### config.mk
export PLATFORM = sky130hd
export DESIGN_NAME = key_pulse_gen
export DESIGN_NICKNAME = d
export VERILOG_FILES = /design/src/rtl/key_pulse_gen.sv
export SDC_FILE = /design/constraint.sdc
export NUM_CORES = 1
export LEC_CHECK = 0
export BUFFER_PORTS_ARGS = -buffer_cell sky130_fd_sc_hd__buf_2
export CELL_PAD_IN_SITES_DETAIL_PLACEMENT = 1
export CELL_PAD_IN_SITES_GLOBAL_PLACEMENT = 2
export CORE_MARGIN = 8
export CORE_UTILIZATION = 43
export CTS_BUF_LIST = sky130_fd_sc_hd__clkbuf_8
export DETAILED_ROUTE_END_ITERATION = 7
export GPL_ROUTABILITY_DRIVEN = 0
export GPL_TIMING_DRIVEN = 0
export PLACE_DENSITY = 0.8
export RECOVER_POWER = 25
export SLEW_MARGIN = 0
export SYNTH_ARGS = -nofsm -noshare
export SYNTH_HDL_FRONTEND = slang
export SYNTH_SLANG_ARGS = --single-unit
### constraint.sdc
create_clock -name clk -period 2.2 [get_ports clk]
set_input_delay 0.44 -clock clk [delete_from_list [all_inputs] [get_ports clk]]
set_output_delay 0.44 -clock clk [all_outputs]
set_load 0.05 [all_outputs]
### src/rtl/key_pulse_gen.sv
// -----------------------------------------------------------------------------
// key_pulse_gen
//
// Front-end conditioner for the five panel push-buttons.  Each raw button is
// optionally inverted, passed through a two-flop synchronizer, debounced with
// a stable-sample counter and edge-detected.  Press candidates are arbitrated
// by fixed priority (restart > left > right > up > down).  A two-state lockout
// FSM lets through at most one direction pulse per press episode; restart is
// exempt from the lockout and forces the FSM back to IDLE.
//
// Parameters:
//   DB_CYCLES  : consecutive stable synced samples needed to accept a change (>= 2)
//   CNT_W      : debounce counter width, 2**CNT_W > DB_CYCLES
//   ACTIVE_LOW : 1 = raw key reads 0 when pressed
//
// Ports:
//   clk          in   system clock
//   rst_n        in   asynchronous active-low reset
//   key_in[4:0]  in   raw buttons: [0] restart [1] left [2] right [3] up [4] down
//   RESTARTdown  out  one-cycle pulse on accepted restart press
//   LeftDown     out  one-cycle pulse on accepted left press
//   RightDown    out  one-cycle pulse on accepted right press
//   UpDown       out  one-cycle pulse on accepted up press
//   DownDown     out  one-cycle pulse on accepted down press
//   key_level    out  debounced pressed level per key (1 = pressed)
//   busy         out  1 while the lockout FSM holds a direction press
// -----------------------------------------------------------------------------
module key_pulse_gen #(
   parameter int DB_CYCLES  = 20000,
   parameter int CNT_W      = 15,
   parameter bit ACTIVE_LOW = 1'b0
) (
   input  logic       clk,
   input  logic       rst_n,
   input  logic [4:0] key_in,
   output logic       RESTARTdown,
   output logic       LeftDown,
   output logic       RightDown,
   output logic       UpDown,
   output logic       DownDown,
   output logic [4:0] key_level,
   output logic       busy
);

   typedef enum logic {
      ST_IDLE = 1'b0,
      ST_HELD = 1'b1
   } state_t;

   // Counter value at which the next differing sample flips the debounced level.
   localparam logic [CNT_W-1:0] DB_LAST = CNT_W'(DB_CYCLES - 1);

   logic [4:0]       pressed_s;
   logic [4:0]       sync1_r;
   logic [4:0]       sync2_r;
   logic [4:0]       deb_r;
   logic [4:0]       deb_prev_r;
   logic [CNT_W-1:0] cnt_r [5];
   logic [4:0]       cand_s;
   state_t           state_r;
   state_t           state_nxt_s;
   logic [4:0]       pulse_nxt_s;
   logic [4:0]       pulse_r;

   // Highest-priority direction candidate as a one-hot vector (bit 0 ignored).
   function automatic logic [4:0] first_dir(input logic [4:0] c);
      logic [4:0] r;
      r = 5'b00000;
      if (c[1]) begin
         r = 5'b00010;
      end else if (c[2]) begin
         r = 5'b00100;
      end else if (c[3]) begin
         r = 5'b01000;
      end else if (c[4]) begin
         r = 5'b10000;
      end else begin
         r = 5'b00000;
      end
      return r;
   endfunction

   // Normalise polarity so that 1 always means pressed internally.
   always_comb begin
      pressed_s = key_in;
      if (ACTIVE_LOW) begin
         pressed_s = ~key_in;
      end else begin
         pressed_s = key_in;
      end
   end

   // Two-flop synchronizer; resets to released so reset release never looks like a press.
   always_ff @(posedge clk or negedge rst_n) begin
      if (!rst_n) begin
         sync1_r <= 5'b00000;
         sync2_r <= 5'b00000;
      end else begin
         sync1_r <= pressed_s;
         sync2_r <= sync1_r;
      end
   end

   // Debounce: count consecutive samples that disagree with the accepted level;
   // any agreeing sample restarts the count.
   always_ff @(posedge clk or negedge rst_n) begin
      if (!rst_n) begin
         for (int i = 0; i < 5; i++) begin
            cnt_r[i] <= '0;
         end
         deb_r <= 5'b00000;
      end else begin
         for (int i = 0; i < 5; i++) begin
            if (sync2_r[i] != deb_r[i]) begin
               if (cnt_r[i] == DB_LAST) begin
                  deb_r[i] <= ~deb_r[i];
                  cnt_r[i] <= '0;
               end else begin
                  cnt_r[i] <= cnt_r[i] + CNT_W'(1);
               end
            end else begin
               cnt_r[i] <= '0;
            end
         end
      end
   end

   // Previous debounced level for rising-edge detection.
   always_ff @(posedge clk or negedge rst_n) begin
      if (!rst_n) begin
         deb_prev_r <= 5'b00000;
      end else begin
         deb_prev_r <= deb_r;
      end
   end

   assign cand_s = deb_r & ~deb_prev_r;

   // Lockout FSM next state and pulse selection; losing candidates are dropped.
   always_comb begin
      state_nxt_s = state_r;
      pulse_nxt_s = 5'b00000;
      if (cand_s[0]) begin
         // Restart wins over everything and clears any lockout.
         pulse_nxt_s = 5'b00001;
         state_nxt_s = ST_IDLE;
      end else begin
         case (state_r)
            ST_IDLE: begin
               if (|cand_s[4:1]) begin
                  pulse_nxt_s = first_dir(cand_s);
                  state_nxt_s = ST_HELD;
               end else begin
                  state_nxt_s = ST_IDLE;
               end
            end
            ST_HELD: begin
               if (deb_r[4:1] == 4'b0000) begin
                  state_nxt_s = ST_IDLE;
               end else begin
                  state_nxt_s = ST_HELD;
               end
            end
            default: begin
               state_nxt_s = ST_IDLE;
            end
         endcase
      end
   end

   // FSM state and registered pulse outputs.
   always_ff @(posedge clk or negedge rst_n) begin
      if (!rst_n) begin
         state_r <= ST_IDLE;
         pulse_r <= 5'b00000;
      end else begin
         state_r <= state_nxt_s;
         pulse_r <= pulse_nxt_s;
      end
   end

   assign RESTARTdown = pulse_r[0];
   assign LeftDown    = pulse_r[1];
   assign RightDown   = pulse_r[2];
   assign UpDown      = pulse_r[3];
   assign DownDown    = pulse_r[4];
   assign key_level   = deb_r;
   assign busy        = (state_r == ST_HELD);

endmodule

==> results of run 1 <==
==> state kept, by name (all words and copies together) (netlist names) <==
signal	cells
busy	1
cnt_r	75
deb_prev_r	5
key_level	5
pulse_r	5
sync1_r	5
sync2_r	5
==> where the power goes <==
part / switching, mW / total [mW] / internal, mW / leakage [nW]
Sequential: 0.0310 / 1.92 / 1.89 / 1.38
Clock: 0.672 / 1.10 / 0.424 / 0.0842
Combinational: 0.0842 / 0.123 / 0.0384 / 0.742
Total: 0.787 / 3.14 / 2.35 / 2.20
==> metrics by stage <==
stage / utilization [%] / instance area, sq um / hold WS [ns] / TNS (ns) / power (mW)
finish: 48.1 / 4900 / 0.156 / 0 / 3.14
floorplan: - / 4440 / 0.144 / 0 / 2.01
global route: 48.1 / 4900 / 0.122 / 0 / 3.29
detailed placement: 46.4 / 4730 / 0.336 / 0 / 2.08
global placement: 46.1 / 4700 / 0.334 / -38.96 / 2.07
CTS: 48.2 / 4910 / 0.0298 / 0 / 3.21
==> logic make-up after synthesis <==
family                   Yosys count
buffers and inverters             20
AND/OR/NAND/NOR                  209
XOR/XNOR                          68
multiplexers                       5
adder cells (fa/ha/maj)            5
flip-flops                       101
AO/OA/AOI/OAI                      5
==> area by class of cell <==
| type | instances | area (sq um) |
|---|---|---|
| repair buffers | 18 | 111 |
| clock buffers | 9 | 124 |
| multi-input cells | 292 | 1830 |
| flip-flops and latches | 101 | 2530 |
| plain buffers | 10 | 47.5 |
| clock inverters | 7 | 56.3 |
| well taps | 136 | 170 |
| inverters | 8 | 30.0 |
| fillers | 1149 | 5290 |
==> what timing repair did <==
action,in CTS,in global routing
gates resized for setup,0,4
setup endpoints to repair,0,40
hold buffers,0,0
==> synth_stat cells (3+ instances only) <==
cell type	number	area [sq um]
nor3_1	11	55.1
nor2_1	75	282
nand2b_1	7	43.8
clkbuf_1	11	41.3
nand2_1	20	75.1
dfrtp_1	101	2530
nand4_1	27	169
nor4b_1	5	43.8
xor2_1	43	377
mux2_2	4	45.0
nand3_1	25	125
a21oi_1	3	15.0
or3_1	3	18.8
nor4_1	6	37.5
inv_1	8	30.0
and3_1	8	50.1
xnor2_1	25	219
and4_1	14	123
and2_1	3	18.8
ha_1	5	62.6
==> critical path: stages, from the launching register on <==
cell,delay (ns)
dfrtp_1,0.43
or4b_1,0.53
or4_4,0.57
nand2b_2,0.14
buf_6,0.16
nor2_1,0.06
==> cell usage in the layout, fill, tap and decap left out, types with 2 or more instances in the layout <==
cell type     n
dfrtp_1     101
nor2_1       75
xor2_1       43
nand4_1      27
xnor2_1      25
nand3_1      25
nand2_1      20
buf_2        15
and4_1       14
nor3_1       11
clkbuf_8      9
and3_1        8
clkbuf_1      8
inv_1         8
nand2b_1      7
nor4_1        6
nor4b_1       5
ha_1          5
mux2_2        4
clkbuf_2      3
and2_1        3
or3_1         3
a21oi_1       3
clkinvlp_4    3
o21ai_0       2
inv_6         2
==> layer usage <==
layer  vias up  GRT usage, %  share of wire [%]
li1       1462             -                  -
met1      1468          17.4                 47
met2        27          22.4                 49
met3        11          4.75                3.0
met4         0          4.32                1.2
met5         -             0                  0
==> path summary, 6_finish.rpt <==
check,end,cells after the start,start
max,cnt_r[7],5,cnt_r[12]
min,sync1_r[1],1,key_in[1]
max reg2reg,cnt_r[7],5,cnt_r[12]
min reg2reg,sync2_r[4],0,sync1_r[4]
max in group asynchronous,cnt_r[7],2,rst_n
min in group asynchronous,cnt_r[58],1,rst_n
==> flow_summary.ini, run 1 <==
[run_status]
outcome = finished, final reports clean

[detailed_routing]
antenna_left = 0
drtIter0Drc = 135
first_pass_iters = 4
drt_wl_total_um = 8720
via_per_inst = 5.11
route.vias.total = 2968
wl_per_cell_um = 15.0
route.detailed.drc = 0

[sta]
slew-limit-headroom_pct = 30.6
finalCritPeriodShare_pct = 90.8
rsz0062_at_grt = no
finClkSkew_ns = 0.0139
fin_ws_ns = 0.203
tightest_slew_ns = 1.04
slew_violations = 0
finalCriticalPeriod_ns = 2.00
setup_violations = 0
finalHoldViolations = 0
max_freq_mhz = 501

[clock_network]
clk_latency_ns = 0.38
cts_tree = done
clockRootBuffer = clkbuf_8
htreeDepth = 3
clkTransAtPathRegs_ns = 0.11
clk_path_buf_depth = 2
cts_num_sinks = 101
postCtsSetupRepairBufs = 0
cts_buffers = 9

[synth]
synth-xor-area-share_pct = 13.4
syn-num-nets = 425
synth_edf_count = 0
synthArstFlopShare_pct = 100
postSynthAreaPerCell_sq_um = 10.8
syn_inst = 413
synth_simple_gate_area_share_pct = 24.5
synth_seq_cells = 101
ys_types = 28
syn_area_sq_um = 4440
synth_compound_area_share_pct = 0.563
synthMuxAreaShare_pct = 1.35
ys.flop_type = dfrtp_1
synthAdderAreaFrac_pct = 1.41
synth_top_family_by_area = simple AND/OR/NAND/NOR gates
yosys_warnings = 0
synth.yosys.seq_area_share_pct = 56.9

[floorplan]
io_pins = 18
dieArea_sq_um = 13800
die_h_um = 118
row_count = 37
initial_core_util_pct = 43.6
coreArea_sq_um = 10200
dieWidth_um = 118

[min_path]
hold_class = input port to flip-flop

[global_routing]
antenna_found_initial = 0
grt.total_usage_pct = 13.9
grt_pass1_wl_um = 15800
grt_pass1_vias = 3216
grt_max_degree = 64
overflow = 0

[final_layout]
fin_cells = 581
area_growth_pct = 10.3
n_antenna_cell = 0
drive_above_1_share_pct = 9.66
final_nets = 452

[critical_path]
crit_type = flip-flop to flip-flop
cp-end-kind = flip-flop
worstPathMaxFanout = 10
cp_data_required_time_ns = 2.46
r2r_slack_ns = 0.20
start_kind = flip-flop
crit_arrival_ns = 2.26

[placement]
hpwl_um = 6090
dpl.cell_count = 567
io_buffer_count = 17
dp_slack_ns = 0.0487

[power]
vdd_drop_max_v = 0.000437
p_leak_nw = 2.20
p_per_area_nw_per_um2 = 640

[job]
maxCapViolations = 0
No activity file was read; power rests on OpenSTA's default activity.
==> run 2: changes to the inputs <==
--- a/config.mk
+++ b/config.mk
@@ -14,7 +14,7 @@
 export DETAILED_ROUTE_END_ITERATION = 7
 export GPL_ROUTABILITY_DRIVEN = 0
 export GPL_TIMING_DRIVEN = 0
-export PLACE_DENSITY = 0.8
+export PLACE_DENSITY_LB_ADDON = 0.1
 export RECOVER_POWER = 25
 export SLEW_MARGIN = 0
 export SYNTH_ARGS = -nofsm -noshare
==> run 2 against run 1 <==
Cell area rose by 0.61%. Via count fell by 0.74%. Total power rose by 6.0%. Clock-buffer cell count rose by 1. Clock power rose by 17%. Critical endpoint is now cnt_r[11]. Largest cell class unchanged. Highest routed layer unchanged.
==> flow_summary.ini, run 2 (same netlist as run 1, synthesis figures left out) <==
[detailed_routing]
wl_per_cell_um = 14.5
via_per_inst = 5.06
antenna_left = 0
drt_wl_total_um = 8440
route.vias.total = 2946
first_pass_iters = 4
route.detailed.drc = 0
drtIter0Drc = 119

[final_layout]
fin_util_pct = 48.4
largest_reg_flops = 75
n_antenna_cell = 0
design_area_sq_um = 4930
drive_above_1_share_pct = 9.87
top_register = cnt_r
most-common-layout-cells = dfrtp_1 (101), nor2_1 (75), xor2_1 (43)
final_common_cell = dfrtp_1
final_nets = 453
area_growth_pct = 11.0

[placement]
io_buffer_count = 17
hpwl_um = 5800
dpl_cell_area_sq_um = 4730

[power]
swShare_pct = 22.0
p_clk_share_pct = 38.7
vdd_drop_max_v = 0.000531
pwr-share-seq_pct = 57.7
power_frac_comb_pct = 3.6
p_sw_uw = 730
p_per_area_nw_per_um2 = 674
p_int_mw = 2.59
p_leak_nw = 2.23

[critical_path]
start_kind = flip-flop
cp-end-kind = flip-flop
timing.rr.start = cnt_r[12]
cp_slowest_cell = or4_4
worstPathMaxFanout = 10
cp_data_required_time_ns = 2.45
crit_path_cell_trace = or4b_1, or4_4, nand2b_2, buf_6, nor2_1
crit_arrival_ns = 2.23
critical-path-max-stage-delay_ns = 0.57
worstSetupStartpoint = cnt_r[12]
crit_type = flip-flop to flip-flop

[floorplan]
coreArea_sq_um = 10200
die_h_um = 118
row_count = 37
dieWidth_um = 118
dieArea_sq_um = 13800
initial_core_util_pct = 43.6
io_pins = 18

[global_routing]
overflow = 0
grt.total_usage_pct = 13.4
antenna_found_initial = 0
grt_pass1_wl_um = 15400
grt_pass1_vias = 3095
grt_max_degree = 67

[sta]
finalCritPeriodShare_pct = 89.6
finalCriticalPeriod_ns = 1.97
tightest_slew_ns = 0.892
max_freq_mhz = 507
setup_violations = 0
rsz0062_at_grt = no
finalHoldViolations = 0
slew-limit-headroom_pct = 40.5
finClkSkew_ns = 0.00595
slew_violations = 0

[clock_network]
cts_tree = done
cts_buffers = 9
clkTransAtPathRegs_ns = 0.09
clk_latency_ns = 0.36
htreeDepth = 3
clk_path_buf_depth = 2
cts_num_sinks = 101
clockRootBuffer = clkbuf_8

[min_path]
hold_class = input port to async pin

[job]
maxCapViolations = 0

[run_status]
outcome = finished, final reports clean
==> run 2: repair_timing <==
action,in CTS,in global routing
endpoints found under the setup margin,0,40
hold buffers,0,0
setup buffers,0,0
resized for setup,0,6
==> run 2: critical path: cells and delay by family, from the launching register on <==
kind | cells | cell delay (ns)
AND/OR/NAND/NOR | 4 | 1.29
buffers and inverters | 1 | 0.16
flip-flops | 1 | 0.42
==> run 2: routing by layer <==
layer / vias up / GRT usage (%) / share of wire (%) / wire [um]
li1: 1465 / - / - / -
met1: 1456 / 18.0 / 51 / 4330
met2: 20 / 20.2 / 45 / 3800
met3: 5 / 4.60 / 2.8 / 240
met4: 0 / 3.60 / 0.70 / 59
met5: - / 0 / 0 / 0
==> run 2: layout make-up <==
class / count / area, sq um
clock inverters: 6 / 86.3
fillers: 1165 / 5260
inverters: 8 / 30.0
repair buffers: 18 / 92.6
flip-flops and latches: 101 / 2530
well taps: 136 / 170
plain buffers: 11 / 52.6
clock buffers: 10 / 138
multi-input cells: 292 / 1830
==> run 2: power groups by stage <==
stage          clock [mW]  sequential (mW)  combinational, mW
3_3_place_gp            0             1.95              0.121
4_1_cts              1.35             1.92              0.132
3_5_place_dp            0             1.95              0.131
6_report             1.29             1.92              0.119
5_1_grt              1.42             1.92              0.143
2_1_floorplan           0             1.95             0.0614
==> run 2: worst paths after layout <==
path / cells past startpoint / slack (ns) / endpoint
max in group asynchronous: 2 / 0.56 / cnt_r[4]
max: 5 / 0.23 / cnt_r[11]
min in group clk: 1 / 0.18 / sync1_r[0]
min reg2reg: 0 / 0.35 / sync2_r[3]
min: 1 / 0.18 / cnt_r[58]
max reg2reg: 5 / 0.23 / cnt_r[11]
==> run 2: stage by stage <==
stage	TNS [ns]	instances	hold WS (ns)	worst slack, ns	power, mW
global placement	-41.60	566	0.333	-0.418	2.07
detailed placement	0	567	0.336	0.00563	2.09
global route	0	582	0.136	0.0530	3.49
finish	0	582	0.177	0.229	3.32
floorplan	0	413	0.144	0.343	2.01
CTS	0	583	0.0284	0.0305	3.40
